<file path="src/rtl/fpu_pkg.sv">
// Shared definitions for the FPU normaliser.
//   FPU_EW   : exponent width (two's complement)
//   FPU_MW   : mantissa width including the implicit bit
//   FPU_EMIN : minimum unbiased exponent
//   norm_state_t : normaliser FSM states
package fpu_pkg;

    localparam int FPU_EW   = 10;
    localparam int FPU_MW   = 24;
    localparam int FPU_EMIN = -126;

    typedef enum logic [2:0] {
        IDLE,
        PRE,
        NORM_L,
        NORM_R,
        DONE
    } norm_state_t;

endpackage

</file>
<file path="src/rtl/fpu_norm_step.sv">
// Single-step shifter for the normaliser datapath (purely combinational).
//   dir_right : 1 = shift right one place (e+1), 0 = shift left one place (e-1)
//   e_in/m_in/g_in/r_in/s_in : current exponent, mantissa (with carry bit), G/R/S
//   e_out/m_out/g_out/r_out/s_out : values after the step
// A right step moves m[0] into guard, guard into round and ORs round into sticky.
// A left step pulls guard into m[0] and round into guard; sticky is untouched.
module fpu_norm_step #(
    parameter int EW = 10,
    parameter int MW = 24
) (
    input  logic          dir_right,
    input  logic [EW-1:0] e_in,
    input  logic [MW:0]   m_in,
    input  logic          g_in,
    input  logic          r_in,
    input  logic          s_in,
    output logic [EW-1:0] e_out,
    output logic [MW:0]   m_out,
    output logic          g_out,
    output logic          r_out,
    output logic          s_out
);

    always_comb begin
        if (dir_right) begin
            m_out = m_in >> 1;
            e_out = e_in + EW'(1);
            g_out = m_in[0];
            r_out = g_in;
            s_out = s_in | r_in;
        end else begin
            // Only used once any carry has been shifted out, so m[MW] is 0 here.
            m_out = {m_in[MW-1:0], g_in};
            e_out = e_in - EW'(1);
            g_out = r_in;
            r_out = 1'b0;
            s_out = s_in;
        end
    end

endmodule

</file>
<file path="src/rtl/fpu_normalise.sv">
// Iterative normaliser in front of the FPU rounding stage. Shifts one bit per
// cycle until the mantissa is normalised or the exponent reaches EMIN.
// Ports:
//   clk, rst (async, active high)
//   in_valid/in_ready   : operand handshake (accepted only in IDLE)
//   e_in, m_in, guard_in, round_in, sticky_in : raw operand, m_in[MW] = carry
//   out_valid/out_ready : result handshake (result held in DONE)
//   z_e_out, z_m_out, guard_out, round_out, sticky_out : normalised result,
//     z_m_out = {3'b0, mantissa[MW-1:0]}
// Optional build: FPU_NORM_CYCLE_COUNT_EN adds norm_cycles[9:0], the number of
// NORM_L + NORM_R shift steps of the current operation.
//
// state  | meaning
// IDLE   | waiting for an operand, in_ready=1
// PRE    | zero detect / carry right shift
// NORM_L | left shifts until implicit bit set or e==EMIN
// NORM_R | right shifts until e>=EMIN
// DONE   | result valid, held until out_ready
module fpu_normalise
    import fpu_pkg::*;
#(
    parameter int EW   = FPU_EW,
    parameter int MW   = FPU_MW,
    parameter int EMIN = FPU_EMIN
) (
    input  logic          clk,
    input  logic          rst,
    input  logic          in_valid,
    output logic          in_ready,
    input  logic [EW-1:0] e_in,
    input  logic [MW:0]   m_in,
    input  logic          guard_in,
    input  logic          round_in,
    input  logic          sticky_in,
    output logic          out_valid,
    input  logic          out_ready,
    output logic [EW-1:0] z_e_out,
    output logic [26:0]   z_m_out,
    output logic          guard_out,
    output logic          round_out,
    output logic          sticky_out
`ifdef FPU_NORM_CYCLE_COUNT_EN
   ,output logic [9:0]    norm_cycles
`endif
);

    localparam logic [EW-1:0] EMIN_E = EW'(EMIN);

    norm_state_t   state_q, state_d;
    logic [EW-1:0] e_q, e_d;
    logic [MW:0]   m_q, m_d;
    logic          g_q, g_d, r_q, r_d, s_q, s_d;

    logic          step_right, step_take;
    logic [EW-1:0] st_e;
    logic [MW:0]   st_m;
    logic          st_g, st_r, st_s;

    fpu_norm_step #(.EW(EW), .MW(MW)) u_step (
        .dir_right (step_right),
        .e_in      (e_q),
        .m_in      (m_q),
        .g_in      (g_q),
        .r_in      (r_q),
        .s_in      (s_q),
        .e_out     (st_e),
        .m_out     (st_m),
        .g_out     (st_g),
        .r_out     (st_r),
        .s_out     (st_s)
    );

    always_ff @(posedge clk or posedge rst) begin
        if (rst) begin
            state_q <= IDLE;
            e_q     <= '0;
            m_q     <= '0;
            g_q     <= 1'b0;
            r_q     <= 1'b0;
            s_q     <= 1'b0;
        end else begin
            state_q <= state_d;
            e_q     <= e_d;
            m_q     <= m_d;
            g_q     <= g_d;
            r_q     <= r_d;
            s_q     <= s_d;
        end
    end

    always_comb begin
        state_d    = state_q;
        e_d        = e_q;
        m_d        = m_q;
        g_d        = g_q;
        r_d        = r_q;
        s_d        = s_q;
        step_right = 1'b0;
        step_take  = 1'b0;
        in_ready   = 1'b0;
        out_valid  = 1'b0;

        case (state_q)
            IDLE: begin
                in_ready = 1'b1;
                if (in_valid) begin
                    e_d     = e_in;
                    m_d     = m_in;
                    g_d     = guard_in;
                    r_d     = round_in;
                    s_d     = sticky_in;
                    state_d = PRE;
                end
            end
            PRE: begin
                if (m_q == '0 && !g_q && !r_q && !s_q) begin
                    // A zero result still passes through NORM_R, where e==EMIN
                    // means no step is taken, giving a fixed two-cycle latency.
                    e_d     = EMIN_E;
                    state_d = NORM_R;
                end else begin
                    if (m_q[MW]) begin
                        step_right = 1'b1;
                        step_take  = 1'b1;
                    end
                    state_d = NORM_L;
                end
            end
            NORM_L: begin
                if (!m_q[MW-1] && ($signed(e_q) > $signed(EMIN_E))) begin
                    step_take = 1'b1;
                end else begin
                    state_d = NORM_R;
                end
            end
            NORM_R: begin
                if ($signed(e_q) < $signed(EMIN_E)) begin
                    step_right = 1'b1;
                    step_take  = 1'b1;
                end else begin
                    state_d = DONE;
                end
            end
            DONE: begin
                out_valid = 1'b1;
                if (out_ready) state_d = IDLE;
            end
            default: state_d = IDLE;
        endcase

        if (step_take) begin
            e_d = st_e;
            m_d = st_m;
            g_d = st_g;
            r_d = st_r;
            s_d = st_s;
        end
    end

    assign z_e_out    = e_q;
    assign z_m_out    = {{(27-MW){1'b0}}, m_q[MW-1:0]};
    assign guard_out  = g_q;
    assign round_out  = r_q;
    assign sticky_out = s_q;

`ifdef FPU_NORM_CYCLE_COUNT_EN
    logic [9:0] cnt_q;

    // The carry shift in PRE is not a normalisation step and is not counted.
    always_ff @(posedge clk or posedge rst) begin
        if (rst) begin
            cnt_q <= '0;
        end else if (state_q == IDLE && in_valid) begin
            cnt_q <= '0;
        end else if (step_take && (state_q == NORM_L || state_q == NORM_R)) begin
            cnt_q <= cnt_q + 10'd1;
        end
    end

    assign norm_cycles = cnt_q;
`endif

endmodule

</file>
<file path="config.mk">
export PLATFORM = sky130hd
export DESIGN_NAME = fpu_normalise
export DESIGN_NICKNAME = d
export VERILOG_FILES = /design/src/rtl/fpu_pkg.sv /design/src/rtl/fpu_norm_step.sv /design/src/rtl/fpu_normalise.sv
export SDC_FILE = /design/constraint.sdc
export NUM_CORES = 1
export LEC_CHECK = 0
export CORE_ASPECT_RATIO = 1.25
export CORE_MARGIN = 2
export CORE_UTILIZATION = 53
export DETAILED_ROUTE_END_ITERATION = 7
export GPL_ROUTABILITY_DRIVEN = 1
export PLACE_DENSITY_LB_ADDON = 0.12
export REMOVE_ABC_BUFFERS = 1
export SLEW_MARGIN = 25
export SYNTH_ARGS = -nofsm -noshare
export SYNTH_HDL_FRONTEND = slang
export SYNTH_HIERARCHICAL = 1
export SYNTH_SLANG_ARGS = --single-unit
export TNS_END_PERCENT = 100
</file>
<file path="constraint.sdc">
create_clock -name clk -period 7.4 [get_ports clk]
set_input_delay 2.22 -clock clk [delete_from_list [all_inputs] [get_ports clk]]
set_output_delay 2.22 -clock clk [all_outputs]
set_load 0.02 [all_outputs]
</file>
==> results of run 1 <==
## cells in the final DEF, fill, tap and decap left out, types with 8 or more instances in the layout
cell / count
nor4_1: 8
inv_1: 13
ha_1: 8
clkdlybuf4s50_1: 80
nand2_1: 90
mux2_2: 43
dfrtp_1: 41
mux2_4: 16
xnor2_1: 9
## cell families (layout without fill, tap and decap cells)
kind of cell               Yosys count  after routing
and+or+nand+nor                    123            123
muxes                               63             63
buffers and inverters               55            106
DFF                                 41             41
AOI/OAI and AO/OA                   33             33
xor gates and xnor gates            10             10
adders and majority gates            9              9
other                                1              3
## stage by stage
stage          utilization, %  hold WS, ns  cells
3_5_place_dp             65.5        0.580    446
5_1_grt                  67.6        0.617    454
2_1_floorplan               -        0.523    295
3_3_place_gp             65.5        0.573    446
6_report                 67.6        0.597    454
4_1_cts                  67.6        0.599    454
## final timing paths
kind	start	to	slack, ns
max	state_q[0]	in_ready	3.42
min in group asynchronous	rst	m_q[22]	2.36
min reg2reg	state_q[2]	state_q[0]	0.60
max reg2reg	z_e_out[6]	z_e_out[8]	3.83
min	state_q[2]	state_q[0]	0.60
max in group asynchronous	rst	z_e_out[3]	4.67
## flip-flops by register name, summed over array words and instances (netlist names)
| register | count |
|---|---|
| z_e_out | 10 |
| round_out | 1 |
| guard_out | 1 |
| sticky_out | 1 |
| m_q | 25 |
| state_q | 3 |
## critical path: cells and delay by family (launching register included)
kind,cells,cell delay [ns]
flops,1,0.48
buf+inv,1,0.66
simple gates,1,0.32
## layout make-up
type                            instances  area share (%)
Timing Repair Buffer                   85            21.6
Clock buffer                            6            2.13
Sequential cell                        41            26.5
Inverter                               13            1.26
Multi-Input combinational cell        241            45.5
Tap cell                               66            2.13
Clock inverter                          2           0.968
## where the power goes
part,internal (W),switching [W],total [W]
registers,0.000340,0.000150,0.000490
logic,0.000760,0.000668,0.00143
clock network,0.000110,0.0000817,0.000191
## routing by layer
layer	part of all wire [%]	vias up	global-route usage [%]
met5	0	-	0
met4	2.0	0	5.86
met3	4.2	11	3.81
met2	50	71	38.6
met1	44	1204	28.5
li1	-	1220	-
==> flow_summary.yaml, run 1 <==
finish:
  drive_gt1_share_pct: 19.3
  area_growth_pct: 24.5
  multiInputGateArea_sq_um: 1760
  n_fill_cell: 494
  final_cell_area_sq_um: 3880
  antennaDiodeCount: 0
  regArea_sq_um: 1030
  fin_nets: 438
critical_path:
  slowest_stage: "clkdlybuf4s50_1"
  path_cells: "nor3_1 > clkdlybuf4s50_1"
  critPathMaxStageDelay_ns: 0.66
  worstSetupPathType: "flip-flop to output pin"
  arrival_ns: 1.76
  worst_setup_path_end_kind: "output pin"
  cp-start-kind: "flip-flop"
  r2r_cells: 12
  worstPathMaxFanout: 9
  critPathRequiredTime_ns: 5.18
timing:
  setup_viol: 0
  slew_violations: 0
  slew_headroom_pct: 64.5
  hold_viol: 0
  setup_tns_ns: 0
  worst_slew_pin_slew_ns: 0.532
  skew_ns: 0.00912
  worst_slack_ns: 3.42
  timing.fmax_mhz: 251
  finalCritPeriodShare_pct: 53.8
  min_period_ns: 3.98
  rsz0062_at_grt: "false"
clock_network:
  cts_root_buffer: "clkbuf_8"
  cts_buffers: 5
  cts.reportedPaths.clkPinSlew_ns: 0.08
  clock_latency_ns: 0.30
  clockBufferDepth: 2
  htree_levels: 2
  cts_resized: 0
  cts_setup_buffers: 0
  cts.sinks: 41
  cts_tree: "done"
  hold_buffers: 0
yosys:
  yosys_most_used_dff: "dfrtp_1"
  synth_top_family_by_area: "multiplexers"
  ys_ff_latch: 41
  netlist_instances: 335
  synth_common_cells: "nand2_1 (90), mux2_2 (43), dfrtp_1 (41)"
  yosys.area_share.simple_pct: 17.1
  synth_compound_area_share_pct: 7.95
  yosysWarnings: 6
  netlist_area_sq_um: 3120
  yosysMostFrequentCell: "nand2_1"
  synth_edf_count: 0
  ys_types: 41
  yosysTopAreaCellShare_pct: 32.9
  ys_seq_area_share_pct: 32.9
  synth_mux_area_share_pct: 24.5
  yosys-top-cells-area: "dfrtp_1 (33%), mux2_2 (16%), nand2_1 (11%), mux2_4 (7.7%), buf_4 (6.5%)"
  synth_xor_area_share_pct: 2.81
  asyncSetResetFlopFracSynth_pct: 100
  synthAdderAreaFrac_pct: 3.86
  synth_top_area_cell: "dfrtp_1"
  syn-mean-instance-area_sq_um: 9.30
min_path:
  hold_path_class: "flip-flop to flip-flop"
  whs_path_depth: 1
grt:
  grt_pass1_wl_um: 11900
  antenna_found_initial: 0
  grt_usage_pct: 22.4
  grt_max_degree: 42
  grt_pass1_vias: 2514
  grt_remaining_overflow: 0
die:
  row_count: 31
  die_h_um: 89.7
  fp.coreArea_sq_um: 5740
  pin_count: 84
  dieArea_sq_um: 6510
  start_util_pct: 54.3
  die_x_um: 72.6
routing:
  wl_per_cell_um: 15.5
  drc: 0
  firstDrtPassIters: 4
  wl_um: 7030
  route.antenna.remaining_nets: 0
  routed_via_density: 5.52
  vias: 2506
  drt_iter0_drc: 158
placement:
  preCtsSetupSlack_ns: 3.57
  place_area_sq_um: 3760
  port_buffers: 80
  place_congestion: 0.941
  hpwl_um: 4890
pwr:
  p_leak_nw: 1.77
  p_per_area_nw_per_um2: 544
  ir_worst_vdd_mv: 0.264
  power.total_w: 0.00211
run_status:
  status: "complete, no violations"
run:
  maxCapViolations: 0
No activity file was read; power rests on OpenSTA's default activity.
==> run 2: changes to the inputs <==
--- a/config.mk
+++ b/config.mk
@@ -7,7 +7,7 @@
 export LEC_CHECK = 0
 export CORE_ASPECT_RATIO = 1.25
 export CORE_MARGIN = 2
-export CORE_UTILIZATION = 53
+export CORE_UTILIZATION = 49
 export DETAILED_ROUTE_END_ITERATION = 7
 export GPL_ROUTABILITY_DRIVEN = 1
 export PLACE_DENSITY_LB_ADDON = 0.12
==> constraint.sdc (replaced) <==
create_clock -name clk -period 3.67 [get_ports clk]
set_input_delay 1.101 -clock clk [delete_from_list [all_inputs] [get_ports clk]]
set_output_delay 1.101 -clock clk [all_outputs]
set_load 0.02 [all_outputs]
==> flow_summary.yaml, run 2 (same netlist as run 1, synthesis figures left out) <==
die:
  pin_count: 84
  dieArea_sq_um: 7020
  start_util_pct: 50.5
  fp.coreArea_sq_um: 6170
  die_x_um: 75.3
  die_h_um: 93.2
  row_count: 32
critical_path:
  rr_startpoint: "z_e_out[6]"
  reg2reg_slack_ns: 0.43
  cp-start-kind: "flip-flop"
  critPathRequiredTime_ns: 3.88
  regToRegEndpoint: "z_e_out[8]"
  startpoint: "z_e_out[6]"
  worstPathMaxFanout: 8
  worst_setup_path_end_kind: "flip-flop"
  worstSetupPathType: "flip-flop to flip-flop"
  r2r_cells: 12
  crit_end: "z_e_out[8]"
  arrival_ns: 3.45
timing:
  setup_viol: 0
  hold_viol: 0
  timing.fmax_mhz: 309
  worst_slew_pin_slew_ns: 0.890
  worst_slack_ns: 0.430
  slew_headroom_pct: 40.3
  slew_violations: 0
  finalCritPeriodShare_pct: 88.3
  rsz0062_at_grt: "false"
  skew_ns: 0.00373
  min_period_ns: 3.24
pwr:
  ir_worst_vdd_mv: 0.441
  p_per_area_nw_per_um2: 1070
  p_comb_share_pct: 69.6
  intPower_w: 0.00238
  swShare_pct: 43.1
  p_leak_nw: 1.77
  pwr-share-seq_pct: 23.5
  p_clk_share_pct: 6.9
  p_switching_w: 0.00180
grt:
  grt_pass1_wl_um: 11600
  met2_usage_pct: 36.9
  use_met1_pct: 26.0
  grt_remaining_overflow: 0
  grt_usage_pct: 21.0
  grt_busiest_layer: "met2"
  antenna_found_initial: 0
  use_met3_pct: 3.77
  grt_max_degree: 33
  grt_pass1_vias: 2541
finish:
  drive_gt1_share_pct: 19.5
  antennaDiodeCount: 0
  final_cells: 475
  regMostFlops: "m_q"
  layout_common_cells: "nand2_1 (90), clkdlybuf4s50_1 (80), mux2_2 (43)"
  fin_nets: 440
  largest_reg_flops: 25
  area_growth_pct: 24.9
  n_fill_cell: 552
  final_common_cell: "nand2_1"
min_path:
  hold_path_class: "flip-flop to flip-flop"
clock_network:
  clock_latency_ns: 0.29
  htree_levels: 2
  cts.sinks: 41
  cts_tree: "done"
  cts_resized: 0
  cts_buffers: 5
  clockBufferDepth: 2
  cts.reportedPaths.clkPinSlew_ns: 0.08
  cts_root_buffer: "clkbuf_8"
routing:
  firstDrtPassIters: 4
  wl_per_cell_um: 14.7
  route.antenna.remaining_nets: 0
  vias: 2483
  routed_via_density: 5.23
  wl_um: 6990
  drc: 0
  drt_iter0_drc: 96
run_status:
  status: "complete, no violations"
placement:
  hpwl_um: 5200
  place_congestion: 0.844
  port_buffers: 80
  dp_cells: 466
  preCtsSetupSlack_ns: 0.314
run:
  maxCapViolations: 0
==> run 2: cell count changes in the layout (fill, tap and decap cells not counted) <==
| cell | delta |
|---|---|
| clkbuf_1 | +1 |
| clkinv_2 | +2 |
| bufinv_16 | -1 |
| inv_1 | -1 |
| buf_12 | +1 |
| clkinvlp_4 | -1 |
| clkinv_1 | +1 |
| clkbuf_8 | -1 |
| buf_4 | +1 |
==> run 2: through the flow <==
| step | TNS [ns] | utilization (%) | hold WS (ns) | cell area [sq um] | total power, W |
|---|---|---|---|---|---|
| 6_report | 0 | 63.1 | 0.602 | 3890 | 0.00418 |
| 5_1_grt | 0 | 63.1 | 0.633 | 3890 | 0.00452 |
| 4_1_cts | 0 | 63.0 | 0.603 | 3880 | 0.00421 |
| 3_5_place_dp | 0 | 61.7 | 0.591 | 3800 | 0.00391 |
| 3_3_place_gp | 0 | 61.7 | 0.572 | 3800 | 0.00385 |
| 2_1_floorplan | -1.05 | - | 0.523 | 2840 | 0.00303 |
==> run 2: metal layers <==
metal  wire length, um  part of all wire, %  up-vias
met5                 0                    0        -
met2              3580                   51       66
met1              3020                   43     1173
li1                  -                    -     1236
met3               298                  4.3        8
met4                84                  1.2        0
==> run 2: how the worst min path moves through the flow <==
stage,from,endpoint,slack (ns),cells after the start
3_3_place_gp,state_q[2],state_q[0],0.57,1
2_1_floorplan,state_q[2],state_q[0],0.52,1
5_1_grt,state_q[2],state_q[1],0.63,1
3_5_place_dp,state_q[2],state_q[1],0.59,1
4_1_cts,state_q[2],state_q[1],0.60,1
6_report,state_q[2],state_q[1],0.60,1
==> run 2: power by group through the flow <==
stage / Sequential (W) / Clock [W] / Combinational (W)
after global routing: 0.00103 / 0.000314 / 0.00318
after CTS: 0.000983 / 0.000297 / 0.00293
final: 0.000983 / 0.000288 / 0.00291
after detailed placement: 0.000992 / 0 / 0.00292
after global placement: 0.000988 / 0 / 0.00287
after floorplan: 0.00114 / 0 / 0.00189
==> run 2: what timing repair did <==
action / in CTS / in global routing
setup buffers: 0 / 1
hold buffers: 0 / 0
setup endpoints to repair: 0 / 2
==> run 2: worst max-delay path: stages (launching register included) <==
cell and delay [ns]:
dfrtp_1 0.42, or4_1 0.59, o311ai_0 0.31, nand4_1 0.17, nand2_1 0.13, inv_1 0.14
ha_1 0.39, a21o_1 0.22, a21o_1 0.21, a221oi_2 0.29, xnor2_1 0.14, inv_1 0.05
mux2i_1 0.12
==> run 2: cell type report <==
type	instances	area, sq um	share of cell area [%]
Clock buffer	6	72.6	1.86
Clock inverter	2	10.0	0.257
Inverter	13	48.8	1.25
Multi-Input combinational cell	241	1760	45.3
Sequential cell	41	1030	26.4
Tap cell	85	106	2.73
Timing Repair Buffer	87	866	22.2
